File: config.mk
export PLATFORM = sky130hd
export DESIGN_NAME = wb_spi_master_flat
export DESIGN_NICKNAME = d
export VERILOG_FILES = /design/src/rtl/wb_spi_master_if.sv /design/src/rtl/wb_spi_master.sv /design/src/flat_wrapper.sv
export SDC_FILE = /design/constraint.sdc
export NUM_CORES = 1
export LEC_CHECK = 0
export BUFFER_PORTS_ARGS = -buffer_cell sky130_fd_sc_hd__buf_2
export CAP_MARGIN = 20
export CORE_UTILIZATION = 29
export CTS_CLUSTER_DIAMETER = 80
export DETAILED_ROUTE_END_ITERATION = 6
export SETUP_SLACK_MARGIN = 0.2
export SYNTH_ARGS = -nofsm -noshare
export SYNTH_HDL_FRONTEND = slang
export SYNTH_SLANG_ARGS = --single-unit
File: constraint.sdc
create_clock -name wb_clk_i -period 3.9 [get_ports wb_clk_i]
set_input_delay 0.39 -clock wb_clk_i [delete_from_list [all_inputs] [get_ports wb_clk_i]]
set_output_delay 0.39 -clock wb_clk_i [all_outputs]
set_load 0.02 [all_outputs]
File: src/rtl/wb_spi_master_if.sv
// Wishbone classic slave bundle for the SPI master. The slave modport is the
// DUT view; the master modport is the view of the interconnect or bench.
interface wb_spi_master_if;
  logic        wb_cyc_i;
  logic        wb_stb_i;
  logic        wb_we_i;
  logic [1:0]  wb_adr_i;
  logic [31:0] wb_dat_i;
  logic [3:0]  wb_sel_i;
  logic [31:0] wb_dat_o;
  logic        wb_ack_o;

  modport slave (
    input  wb_cyc_i, wb_stb_i, wb_we_i, wb_adr_i, wb_dat_i, wb_sel_i,
    output wb_dat_o, wb_ack_o
  );

  modport master (
    output wb_cyc_i, wb_stb_i, wb_we_i, wb_adr_i, wb_dat_i, wb_sel_i,
    input  wb_dat_o, wb_ack_o
  );
endinterface

File: src/rtl/wb_spi_master.sv
// Wishbone-controlled SPI master: mode 0, MSB first, 8-bit frames, with
// CTRL/STATUS/TXDATA/RXDATA registers and a level interrupt on completion.
module wb_spi_master #(
  parameter logic [7:0] DIV_RST = 8'd3
) (
  input  logic            wb_clk_i,
  input  logic            wb_rst_i,
  wb_spi_master_if.slave  wb,
  output logic            spi_sclk,
  output logic            spi_mosi,
  output logic            spi_cs_n,
  input  logic            spi_miso,
  output logic            irq
);

  typedef enum logic [1:0] {S_IDLE, S_LEAD, S_XFER, S_TRAIL} state_t;

  state_t      r_state;
  logic [7:0]  r_clk_div;
  logic [7:0]  r_div_lat;
  logic [7:0]  r_cnt;
  logic [7:0]  r_tx;
  logic [7:0]  r_rx_sh;
  logic [7:0]  r_rxdata;
  logic [2:0]  r_bit;
  logic        r_irq_en;
  logic        r_done;
  logic        r_ovr;
  logic        r_ack;
  logic        r_sclk;
  logic        r_mosi;
  logic        r_cs_n;
  logic [31:0] r_dat;

  logic        w_acc;
  logic        w_wr;
  logic        w_busy;
  logic        w_cnt_end;
  logic        w_txd_wr;
  logic [31:0] w_rdat;
  logic        w_unused;

  assign w_acc     = wb.wb_cyc_i & wb.wb_stb_i & ~r_ack;
  assign w_wr      = w_acc & wb.wb_we_i & (|wb.wb_sel_i);
  assign w_busy    = (r_state != S_IDLE);
  assign w_cnt_end = (r_cnt == r_div_lat);
  assign w_txd_wr  = w_wr && (wb.wb_adr_i == 2'd2);
  assign w_unused  = ^wb.wb_dat_i[31:9];

  assign wb.wb_ack_o = r_ack;
  assign wb.wb_dat_o = r_dat;
  assign spi_sclk    = r_sclk;
  assign spi_mosi    = r_mosi;
  assign spi_cs_n    = r_cs_n;
  assign irq         = r_done & r_irq_en;

  always_comb begin
    w_rdat = '0;
    case (wb.wb_adr_i)
      2'd0:    w_rdat = {23'd0, r_irq_en, r_clk_div};
      2'd1:    w_rdat = {29'd0, r_ovr, r_done, w_busy};
      2'd3:    w_rdat = {24'd0, r_rxdata};
      default: w_rdat = '0;
    endcase
  end

  // Bus stage: single-cycle ack, read data presented only alongside ack
  always_ff @(posedge wb_clk_i) begin
    if (wb_rst_i) begin
      r_ack     <= 1'b0;
      r_dat     <= '0;
      r_clk_div <= DIV_RST;
      r_irq_en  <= 1'b0;
    end else begin
      r_ack <= w_acc;
      r_dat <= (w_acc && !wb.wb_we_i) ? w_rdat : '0;
      if (w_wr && (wb.wb_adr_i == 2'd0)) begin
        r_clk_div <= wb.wb_dat_i[7:0];
        r_irq_en  <= wb.wb_dat_i[8];
      end
    end
  end

  // Transfer FSM: every phase lasts r_div_lat+1 cycles; done-set is written
  // after the W1C clear so a completion in the same cycle wins.
  always_ff @(posedge wb_clk_i) begin
    if (wb_rst_i) begin
      r_state  <= S_IDLE;
      r_sclk   <= 1'b0;
      r_cs_n   <= 1'b1;
      r_mosi   <= 1'b0;
      r_done   <= 1'b0;
      r_ovr    <= 1'b0;
      r_rxdata <= '0;
      r_cnt    <= '0;
      r_bit    <= '0;
    end else begin
      if (w_wr && (wb.wb_adr_i == 2'd1)) begin
        if (wb.wb_dat_i[1]) r_done <= 1'b0;
        if (wb.wb_dat_i[2]) r_ovr  <= 1'b0;
      end
      if (w_txd_wr && w_busy) r_ovr <= 1'b1;

      case (r_state)
        S_IDLE: begin
          if (w_txd_wr) begin
            r_state   <= S_LEAD;
            r_cs_n    <= 1'b0;
            r_mosi    <= wb.wb_dat_i[7];
            r_tx      <= wb.wb_dat_i[7:0];
            r_div_lat <= r_clk_div;
            r_cnt     <= '0;
            r_bit     <= '0;
          end
        end
        S_LEAD: begin
          if (w_cnt_end) begin
            r_cnt   <= '0;
            r_state <= S_XFER;
            r_sclk  <= 1'b1;
            r_rx_sh <= {r_rx_sh[6:0], spi_miso};
          end else begin
            r_cnt <= r_cnt + 8'd1;
          end
        end
        S_XFER: begin
          if (w_cnt_end) begin
            r_cnt <= '0;
            if (r_sclk) begin
              r_sclk <= 1'b0;
              if (r_bit != 3'd7) begin
                r_tx   <= {r_tx[6:0], 1'b0};
                r_mosi <= r_tx[6];
              end
            end else if (r_bit == 3'd7) begin
              r_state <= S_TRAIL;
            end else begin
              r_bit   <= r_bit + 3'd1;
              r_sclk  <= 1'b1;
              r_rx_sh <= {r_rx_sh[6:0], spi_miso};
            end
          end else begin
            r_cnt <= r_cnt + 8'd1;
          end
        end
        S_TRAIL: begin
          if (w_cnt_end) begin
            r_state  <= S_IDLE;
            r_cs_n   <= 1'b1;
            r_done   <= 1'b1;
            r_rxdata <= r_rx_sh;
          end else begin
            r_cnt <= r_cnt + 8'd1;
          end
        end
        default: r_state <= S_IDLE;
      endcase
    end
  end

endmodule

File: src/flat_wrapper.sv
// flat-port wrapper written by rule: the top's interface ports become plain ports
module wb_spi_master_flat 
#(
  parameter logic [7:0] DIV_RST = 8'd3
)
  (wb_clk_i, wb_rst_i, spi_sclk, spi_mosi, spi_cs_n, spi_miso, irq, wb_wb_cyc_i, wb_wb_stb_i, wb_wb_we_i, wb_wb_adr_i, wb_wb_dat_i, wb_wb_sel_i, wb_wb_dat_o, wb_wb_ack_o);
  wb_spi_master_if wb_i ();
  input  logic wb_clk_i;
  input  logic wb_rst_i;
  output logic spi_sclk;
  output logic spi_mosi;
  output logic spi_cs_n;
  input  logic spi_miso;
  output logic irq;
  input wire logic [$bits(wb_i.wb_cyc_i)-1:0] wb_wb_cyc_i;
  input wire logic [$bits(wb_i.wb_stb_i)-1:0] wb_wb_stb_i;
  input wire logic [$bits(wb_i.wb_we_i)-1:0] wb_wb_we_i;
  input wire logic [$bits(wb_i.wb_adr_i)-1:0] wb_wb_adr_i;
  input wire logic [$bits(wb_i.wb_dat_i)-1:0] wb_wb_dat_i;
  input wire logic [$bits(wb_i.wb_sel_i)-1:0] wb_wb_sel_i;
  output wire logic [$bits(wb_i.wb_dat_o)-1:0] wb_wb_dat_o;
  output wire logic [$bits(wb_i.wb_ack_o)-1:0] wb_wb_ack_o;
  assign wb_i.wb_cyc_i = wb_wb_cyc_i;
  assign wb_i.wb_stb_i = wb_wb_stb_i;
  assign wb_i.wb_we_i = wb_wb_we_i;
  assign wb_i.wb_adr_i = wb_wb_adr_i;
  assign wb_i.wb_dat_i = wb_wb_dat_i;
  assign wb_i.wb_sel_i = wb_wb_sel_i;
  assign wb_wb_dat_o = wb_i.wb_dat_o;
  assign wb_wb_ack_o = wb_i.wb_ack_o;
  wb_spi_master #(.DIV_RST(DIV_RST)) u_core (.wb_clk_i(wb_clk_i), .wb_rst_i(wb_rst_i), .wb(wb_i), .spi_sclk(spi_sclk), .spi_mosi(spi_mosi), .spi_cs_n(spi_cs_n), .spi_miso(spi_miso), .irq(irq));
endmodule
# Yosys cells after proc, flatten, opt, wreduce, memory -nomap -nowiden
# Index checks and enable logic that the tools add are counted.
classes:
  add_sub_neg: 2
  n_eq_ne: 19
  mux: 46
  bitwise: 8
  n_reduce_logical: 28
op_table:
  columns: ["operator", "n"]
  rows:
  - ["$mux W8", 7]
  - ["$mux W7", 4]
  - ["$pmux W9 S3", 1]
  - ["$pmux W8 S3", 1]
  - ["$reduce_and A6 Y1", 3]
  - ["$mux W1", 16]
  - ["$pmux W8 S2", 1]
  - ["$ne A2 B1 Y1 const B", 7]
  - ["$pmux W7 S2", 1]
  - ["$mux W2", 6]
  - ["$mux W3", 4]
  - ["$reduce_bool A2 Y1", 6]
  - ["$reduce_and A5 Y1", 2]
  - ["$reduce_and A3 Y1", 3]
  - ["$add A8 B1 Y8 const B", 1]
  - ["$eq A2 B2 Y1 const B", 4]
  - ["$eq A8 B8 Y1", 1]
  - ["$pmux W2 S4", 1]
  - ["$ne A2 B2 Y1 const B", 3]
  - ["$pmux W1 S2", 3]
  - ["$pmux W3 S2", 1]
  - ["$reduce_and A2 Y1", 3]
  - ["$and A1 B1 Y1", 5]
  - ["$logic_and A1 B1 Y1", 5]
  - ["9 further kinds", 14]
totals:
  ff_bits: 91
  input_bits: 44
  output_inout_bits: 37
  elab_cells: 119

# Logic depth before layout (Yosys ltp)
# Gate-level depths: netlist of the first run.
logic_depth:
  ltp_word: 8
  ltp_mapped: 7
  mapped_depth_nobuf: 7

# Worst setup path before layout of the first run
# Ideal clock, no wire load.
synth_path:
  kind: "reg2reg"
  from: "register u_core.r_div_lat[5]"
  to: "register u_core.r_rx_sh[0] (enable)"
  setup_ns: 0.375
  arrival_time_ns: 2.001
  slack_ns: 1.524
  stages_incl_launch_ff: 8
  n_path_buf: 2
  synth_period_minus_slack_ns: 2.376
  cell_sequence: "edfxtp_1 xor2_1 nor4_1 buf_2 and2_1 buf_2 nand2_1 a21oi_1"
synth_via:
  elab_chain_cells: 3
  elab_cells_between_ends: 4
  cone_classes: "3 x eq/ne; 1 x reduce/logical"
synth_rtl:
  columns: ["item", "line", "text"]
  rows:
  - ["from (decl)", "wb_spi_master.sv:20", "logic [7:0] r_div_lat;"]
  - ["from (signal assigned)", "wb_spi_master.sv:111", "r_div_lat <= r_clk_div;"]
  - ["$eq A8 B8 Y1 *", "wb_spi_master.sv:46", "assign w_cnt_end = (r_cnt == r_div_lat);"]
  - ["$ne A2 B1 Y1 (no line)", null, null]
  - ["$reduce_and A6 Y1 (no line) *", null, null]
  - ["to (signal assigned)", "wb_spi_master.sv:121", "r_rx_sh <= {r_rx_sh[6:0], spi_miso};"]
  - ["to (signal assigned)", "wb_spi_master.sv:140", "r_rx_sh <= {r_rx_sh[6:0], spi_miso};"]
  - ["to (decl)", "wb_spi_master.sv:23", "logic [7:0] r_rx_sh;"]
# Mark *: on every way between the ends. The rest lies on a longest branch, timed or not.
# A chain may end at the register's enable or synchronous reset.

# Final worst setup path of the first run
layout_path:
  from: "register u_core.r_cnt[1]"
  to: "register u_core.r_rx_sh[0] (enable)"
layout_via:
  elab_chain_cells: 3
  elab_cells_between_ends: 4
  cone_classes: "3 x eq/ne; 1 x reduce/logical"
layout_rtl:
  columns: ["item", "line", "text"]
  rows:
  - ["from (decl)", "wb_spi_master.sv:21", "logic [7:0] r_cnt;"]
  - ["from (signal assigned)", "wb_spi_master.sv:123", "r_cnt <= r_cnt + 8'd1;"]
  - ["from (signal assigned)", "wb_spi_master.sv:143", "r_cnt <= r_cnt + 8'd1;"]
  - ["from (signal assigned)", "wb_spi_master.sv:153", "r_cnt <= r_cnt + 8'd1;"]
  - ["$eq A8 B8 Y1 *", "wb_spi_master.sv:46", null]
  - ["$ne A2 B1 Y1 (no line)", null, null]
  - ["$reduce_and A6 Y1 (no line) *", null, null]
# Marked as above.

==> impl_results.md, run 1 <==
* First-pass GRT wire length at 10800 um
* Placeable Area at 0.0103 mm^2
* Hold Fails Final Rpt at 0
* Crit path max-delay family: simple AND/OR/NAND/NOR gates
* Post-route clock period utilization at 0.612
* Sink Count at 68
* Drt initial violations at ~100
* Required time of the critical path at ~3.9 ns
* Kind of critical path: flop to flop
* Grt met2 use at 0.192
* Hold_ws at 0.229 ns
* I/O pin count at 81
* Share of cells above drive strength 1 at 0.195
* Hold path startpoint: spi_miso
* DP Area at 0.00331 mm^2
* Area growth from synthesis to layout at 13.4%
* Port Buffers at 34
* RSZ-0062 raised after global routing: no
* Synthesized area per cell at 9.99 um^2
* Yosys top cell by area: dfxtp_1
* Max cap viols at 0
* Post-synth top flop: dfxtp_1
* Yosys warns at 0
* P_leak at 1.34 nW
* Vias in the first global route at between 2000 and 2500
* RD Place Congestion at 0.803
* Setup crit end kind: flop
* Met1 usage at 0.166
* Post-route setup TNS at 0 ns
* Buf/Inv on CP at 2
* Combinational power share at 0.177
* Outcome: complete, no violations
* CP max FO at 12
* Clk_skew at approximately 0.0067 ns
* Post-CTS sizing at 0
* Pin count of the biggest net entering global routing at 28
* DRC at 0
* CTS tree: done
* Mapped cell area at 0.00310 mm^2
* Synth async-reset ratio at 0
* Type of the most critical hold path: input pin to flop
* Clock-pin transition on the worst setup and hold timing paths at 0.07 ns
* Root Driver: clkbuf_8
* H-tree depth at 3
* Hold buffers post-CTS at 0
* Worst Setup SP: u_core.r_cnt[1]
* Die area at 0.0111 mm^2
* Post-route antenna net violation count at 0
* Initial Util at 0.300
* Final Setup Violations at 0
* GRT busiest layer: met2
* Slew HR at 0.443
* Most used cell, CP: buf_4
* Internal power at roughly 1.2 mW
* Die span in x at 105 um
* TritonRoute pass-1 iters at 4
* Initial antenna violation count at 0
* Met3 Use GR at 0.0235
* Actual slew at the worst max-slew pin at 0.826 ns
* Max Clock Freq at 0.419 GHz
* Critical path startpoint category: flop
* Vias at between 2000 and 2500
* Final WL at approximately 6400 um
* Fin nets at 395
* Total power draw at 1.68 mW
* Vias per cell at around 4.7
* PD cells at ~480 mW/mm^2
* N_diodes at 0
* Seq pwr share at 0.478
* GR Util All Layers at 0.124
* Row cnt at 37
* Final Instance Area at roughly 0.0035 mm^2
* Cell count after synthesis at 310
* CTS Buffer Depth at 2
* Switching share of power at 0.295
* Launch point of the worst reg-to-reg path: u_core.r_cnt[1]
* Max VDD drop at 0.272 mV
* NetSw at just under 500 uW
* Synth top area cells: dfxtp_1 (29%), edfxtp_1 (22%), buf_4 (5.6%)
* Wire per inst at between 10 and 15 um
* Total gr overflow at 0
* Total CTS buffers at 9
* Post-synth EDFFs at 23
* Synth unique cells at 47
* Max stage delay on crit path at 0.48 ns
* Critical path data arrival time at 2.43 ns
* Area share of the largest cell type after synthesis at 0.291
* Die Ht at 105 um
* Worst path cell trace: xor2_1 -> nor4_1 -> buf_4 -> and2_1 -> nand2_1 -> a21oi_1 -> buf_4
* Post-synthesis sequential area ratio at 0.514
* Register bit total from synthesis at between 60 and 70
* Power share of the clock group at 0.344
* Clk_lat worst skew at roughly 0.34 ns
* Final min period at 2.39 ns
* Count of final max-slew check failures at 0
* Postcts setup bufs at 0
* Post-DP HPWL at 4690 um
* Slowest stage cell, crit path: and2_1
[state kept, by name, indices dropped and copies added (netlist names), 2 cells and up]
| signal | cells |
|---|---|
| u_core.r_bit | 3 |
| u_core.r_rx_sh | 8 |
| u_core.wb.wb_dat_o | 9 |
| u_core.r_state | 2 |
| u_core.r_clk_div | 8 |
| u_core.r_rxdata | 8 |
| u_core.r_tx | 7 |
| u_core.r_div_lat | 8 |
| u_core.r_cnt | 8 |
[per-stage QoR]
step	utilization	worst slack, ns	std cells
after floorplan	-	1.52	332
after global placement	0.321	1.50	469
after detailed placement	0.321	1.54	469
after CTS	0.340	1.52	485
after global routing	0.340	1.32	485
final	0.340	1.51	485
[layout by cell type (no fill, tap or decap), drive strengths merged, types with 2 or more instances in the layout]
cell type / n
nand2: 27
buf: 40
mux2: 7
a21oi: 34
nor4: 3
conb: 23
xor2: 9
clkinv: 3
ha: 7
and2: 4
and3: 2
nand4: 3
or3: 6
nor2b: 3
o21ai: 10
nand2b: 3
nor3: 4
mux2i: 4
edfxtp: 23
a22oi: 6
nand3: 25
inv: 7
clkbuf: 9
dfxtp: 45
nor2: 20
clkinvlp: 2
[path summary, 6_finish.rpt]
| check | endpoint | slack (ns) | cells past startpoint |
|---|---|---|---|
| min reg2reg | u_core.r_rx_sh[3] | 0.45 | 0 |
| min | u_core.r_rx_sh[0] | 0.23 | 1 |
| max | u_core.r_rx_sh[0] | 1.51 | 7 |
| max reg2reg | u_core.r_rx_sh[0] | 1.51 | 7 |
[kinds of logic after synthesis]
kind of cell / count (synthesis) / synth area share
adders and majority gates: 7 / 0.0283
buffers and inverters: 45 / 0.0889
DFF: 68 / 0.514
and+or+nand+nor: 104 / 0.166
xor gates and xnor gates: 9 / 0.0254
other: 1 / 0.00121
AOI/OAI and AO/OA: 65 / 0.139
muxes: 11 / 0.0384
[routing by layer]
metal / vias up / share of wire
met3: 10 / 0.040
li1: 1130 / -
met2: 70 / 0.47
met5: - / 0
met4: 0 / 0.016
met1: 1091 / 0.48
[power groups by stage]
stage	clock (mW)	sequential [mW]	combinational (mW)
floorplan	0	0.820	0.241
global placement	0	0.816	0.291
detailed placement	0	0.818	0.299
CTS	0.590	0.802	0.299
global route	0.622	0.806	0.329
finish	0.577	0.801	0.297
[cell type report]
class	count	area, um^2
Clock buffer	9	124
Clock inverter	7	76.3
Fill cell	1036	6810
Inverter	6	22.5
Multi-Input combinational cell	219	1310
Sequential cell	68	1590
Tap cell	136	170
Timing Repair Buffer	40	215
[cell usage after synthesis, types with 3 or more instances]
| cell type | instances |
|---|---|
| buf_4 | 23 |
| or3_1 | 6 |
| nand3_1 | 25 |
| buf_2 | 4 |
| nor4_1 | 3 |
| ha_1 | 7 |
| a22oi_1 | 6 |
| inv_1 | 6 |
| nor3_1 | 4 |
| edfxtp_1 | 23 |
| nor2b_1 | 3 |
| dfxtp_1 | 45 |
| nor2_1 | 20 |
| mux2i_1 | 4 |
| nand2_1 | 27 |
| o21ai_0 | 10 |
| mux2_2 | 7 |
| nand4_1 | 3 |
| clkbuf_1 | 9 |
| and2_1 | 4 |
| a21oi_1 | 34 |
| xor2_1 | 9 |
Power figures use the tool's default switching activity.
==> run 2, diff against run 1 <==
==> constraint.sdc (replaced) <==
create_clock -name wb_clk_i -period 2.4 [get_ports wb_clk_i]
set_input_delay 0.24 -clock wb_clk_i [delete_from_list [all_inputs] [get_ports wb_clk_i]]
set_output_delay 0.24 -clock wb_clk_i [all_outputs]
set_load 0.02 [all_outputs]
==> run 2 against run 1 <==
Against the previous run:
- flip-flop and latch count stayed put
- clock skew rose by 0.0047 ns
- clock power up 57%
- core utilization up 0.38 points
- via count is 0.70% higher
- wire length increased by 0.67%
- final cell count increased by 0.82%
==> impl_results.md, run 2 (synthesis results as in run 1) <==
* Outcome: complete, no violations (unchanged)
* H-tree depth at 3 (unchanged)
* Post-route clock period utilization at 0.844 (was 0.612)
* Initial antenna violation count at 0 (unchanged)
* Most used cell, CP: buf_4 (unchanged)
* PD cells at 764 mW/mm^2 (was 477 mW/mm^2)
* Placeable Area at 0.0103 mm^2 (unchanged)
* Total gr overflow at 0 (unchanged)
* Max VDD drop at 0.409 mV (was 0.272 mV)
* Die Ht at 105 um (unchanged)
* Total CTS buffers at 9 (unchanged)
* Clk_skew at 0.0114 ns (was 0.00673 ns)
* Slew HR at 0.593 (was 0.443)
* Row cnt at 37 (unchanged)
* Number of flip-flops in the largest register at 9 (unchanged)
* Count of final max-slew check failures at 0 (unchanged)
* Worst path cell trace: xor2_1 -> nor4_1 -> buf_4 -> and2_1 -> nand2_1 -> a21oi_2 -> buf_4 (was xor2_1 -> nor4_1 -> buf_4 -> and2_1 -> nand2_1 -> a21oi_1 -> buf_4)
* TritonRoute pass-1 iters at 4 (unchanged)
* Postcts setup bufs at 0 (unchanged)
* Vias at 2317 (was 2301)
* Sink Count at 68 (unchanged)
* P_leak at 1.35 nW (was 1.34 nW)
* Max stage delay on crit path at 0.48 ns (about the same)
* Final WL at 6460 um (was 6420 um)
* I/O pin count at 81 (unchanged)
* Pin count of the biggest net entering global routing at 28 (unchanged)
* First-pass GRT wire length at 10900 um (was 10800 um)
* Post-CTS sizing at 0 (unchanged)
* Buf/Inv on CP at 2 (unchanged)
* Total power draw at 2.71 mW (was 1.68 mW)
* Final Setup Violations at 0 (unchanged)
* Die area at 0.0111 mm^2 (unchanged)
* Commonest non-fill, non-tap cell in the layout: dfxtp_1 (unchanged)
* N_diodes at 0 (unchanged)
* Slowest stage cell, crit path: dfxtp_1 (was and2_1)
* Share of cells above drive strength 1 at 0.212 (was 0.195)
* Critical path startpoint category: flop (unchanged)
* GR Util All Layers at 0.126 (was 0.124)
* Drt initial violations at 106 (was 104)
* Kind of critical path: flop to flop (unchanged)
* CP max FO at 11 (was 12)
* Final min period at 2.03 ns (was 2.39 ns)
* Setup crit end kind: flop (unchanged)
* DP Area at 0.00335 mm^2 (was 0.00331 mm^2)
* Post-route setup TNS at 0 ns (unchanged)
* Wire per inst at 13.2 um (about the same)
* Required time of the critical path at 2.45 ns (was 3.94 ns)
* Most frequent cells in the layout: dfxtp_1 (45), buf_2 (34), a21oi_1 (33) (was dfxtp_1 (45), a21oi_1 (34), buf_2 (34))
* Vias per cell at 4.74 (about the same)
* Area growth from synthesis to layout at 14.7% (was 13.4%)
* DRC at 0 (unchanged)
* CTS Buffer Depth at 2 (unchanged)
* Final Instance Area at 0.00355 mm^2 (was 0.00351 mm^2)
* RD Place Congestion at 0.809 (was 0.803)
* Type of the most critical hold path: input pin to flop (unchanged)
* Post-route antenna net violation count at 0 (unchanged)
* Hold buffers post-CTS at 0 (unchanged)
* Vias in the first global route at 2192 (was 2180)
* Max cap viols at 0 (unchanged)
* Actual slew at the worst max-slew pin at 0.609 ns (was 0.826 ns)
* CTS tree: done (unchanged)
* Non-Filler Instances at 489 (was 485)
* Clock-pin transition on the worst setup and hold timing paths at 0.08 ns (was 0.07 ns)
* Critical path data arrival time at 2.08 ns (was 2.43 ns)
* Max Clock Freq at 0.494 GHz (was 0.419 GHz)
* Hold Fails Final Rpt at 0 (unchanged)
* Fin nets at 399 (was 395)
* Crit path max-delay family: simple AND/OR/NAND/NOR gates (unchanged)
* Port Buffers at 34 (unchanged)
* RSZ-0062 raised after global routing: no (unchanged)
* Post-DP HPWL at 4740 um (was 4690 um)
* Dpl cells at 473 (was 469)
* Root Driver: clkbuf_8 (unchanged)
* Initial Util at 0.300 (unchanged)
* Clk_lat worst skew at 0.34 ns (about the same)
* Die span in x at 105 um (unchanged)
* Filler cell count at 1055 (was 1036)
==> run 2: cell count changes in the layout (fill, tap and decap cells not counted), sizes merged <==
cell	previous run	this run
inv	7	6
buf	40	44
clkinv	3	4
==> run 2: where the power goes <==
group | total, mW | switching (mW) | internal (mW)
logic | 0.505 | 0.320 | 0.185
clock network | 0.906 | 0.433 | 0.473
registers | 1.30 | 0.0406 | 1.26
total | 2.71 | 0.793 | 1.92
==> run 2: metal layers <==
metal	part of all wire	track usage	wire length (um)
met4	0.015	0.0433	99
met5	0	0	0
met2	0.45	0.196	2900
met3	0.049	0.0334	314
met1	0.49	0.167	3150
==> run 2: layout make-up <==
class	instances	area [um^2]	area share
flip-flops and latches	68	1590	0.448
multi-input cells	219	1330	0.375
repair buffers	44	245	0.0690
well taps	136	170	0.0479
clock buffers	9	124	0.0349
clock inverters	7	67.6	0.0190
inverters	6	22.5	0.00634
==> run 2: worst register-to-register path: stages (launching register included) <==
cell     delay, ns
dfxtp_1       0.48
xor2_1        0.11
nor4_1        0.29
buf_4         0.23
and2_1        0.22
nand2_1       0.08
a21oi_2       0.13
buf_4         0.19
==> run 2: stage by stage <==
step / hold slack, ns / worst slack (ns) / util
2_1_floorplan: 0.339 / 0.200 / -
5_1_grt: 0.0521 / 0.239 / 0.344
6_report: 0.0634 / 0.374 / 0.344
3_5_place_dp: 0.418 / 0.370 / 0.325
3_3_place_gp: 0.418 / 0.348 / 0.325
4_1_cts: 0.0512 / 0.343 / 0.343
==> run 2: worst paths after layout <==
kind / startpoint / end / slack [ns] / cells after the start
worst max register to register: u_core.r_cnt[0] / u_core.r_rx_sh[6] / 0.37 / 7
worst min register to register: u_core.r_irq_en / u_core.wb.wb_dat_o[8] / 0.46 / 2
worst max-delay path: u_core.r_cnt[0] / u_core.r_rx_sh[6] / 0.37 / 7
worst min-delay path: spi_miso / u_core.r_rx_sh[0] / 0.06 / 1
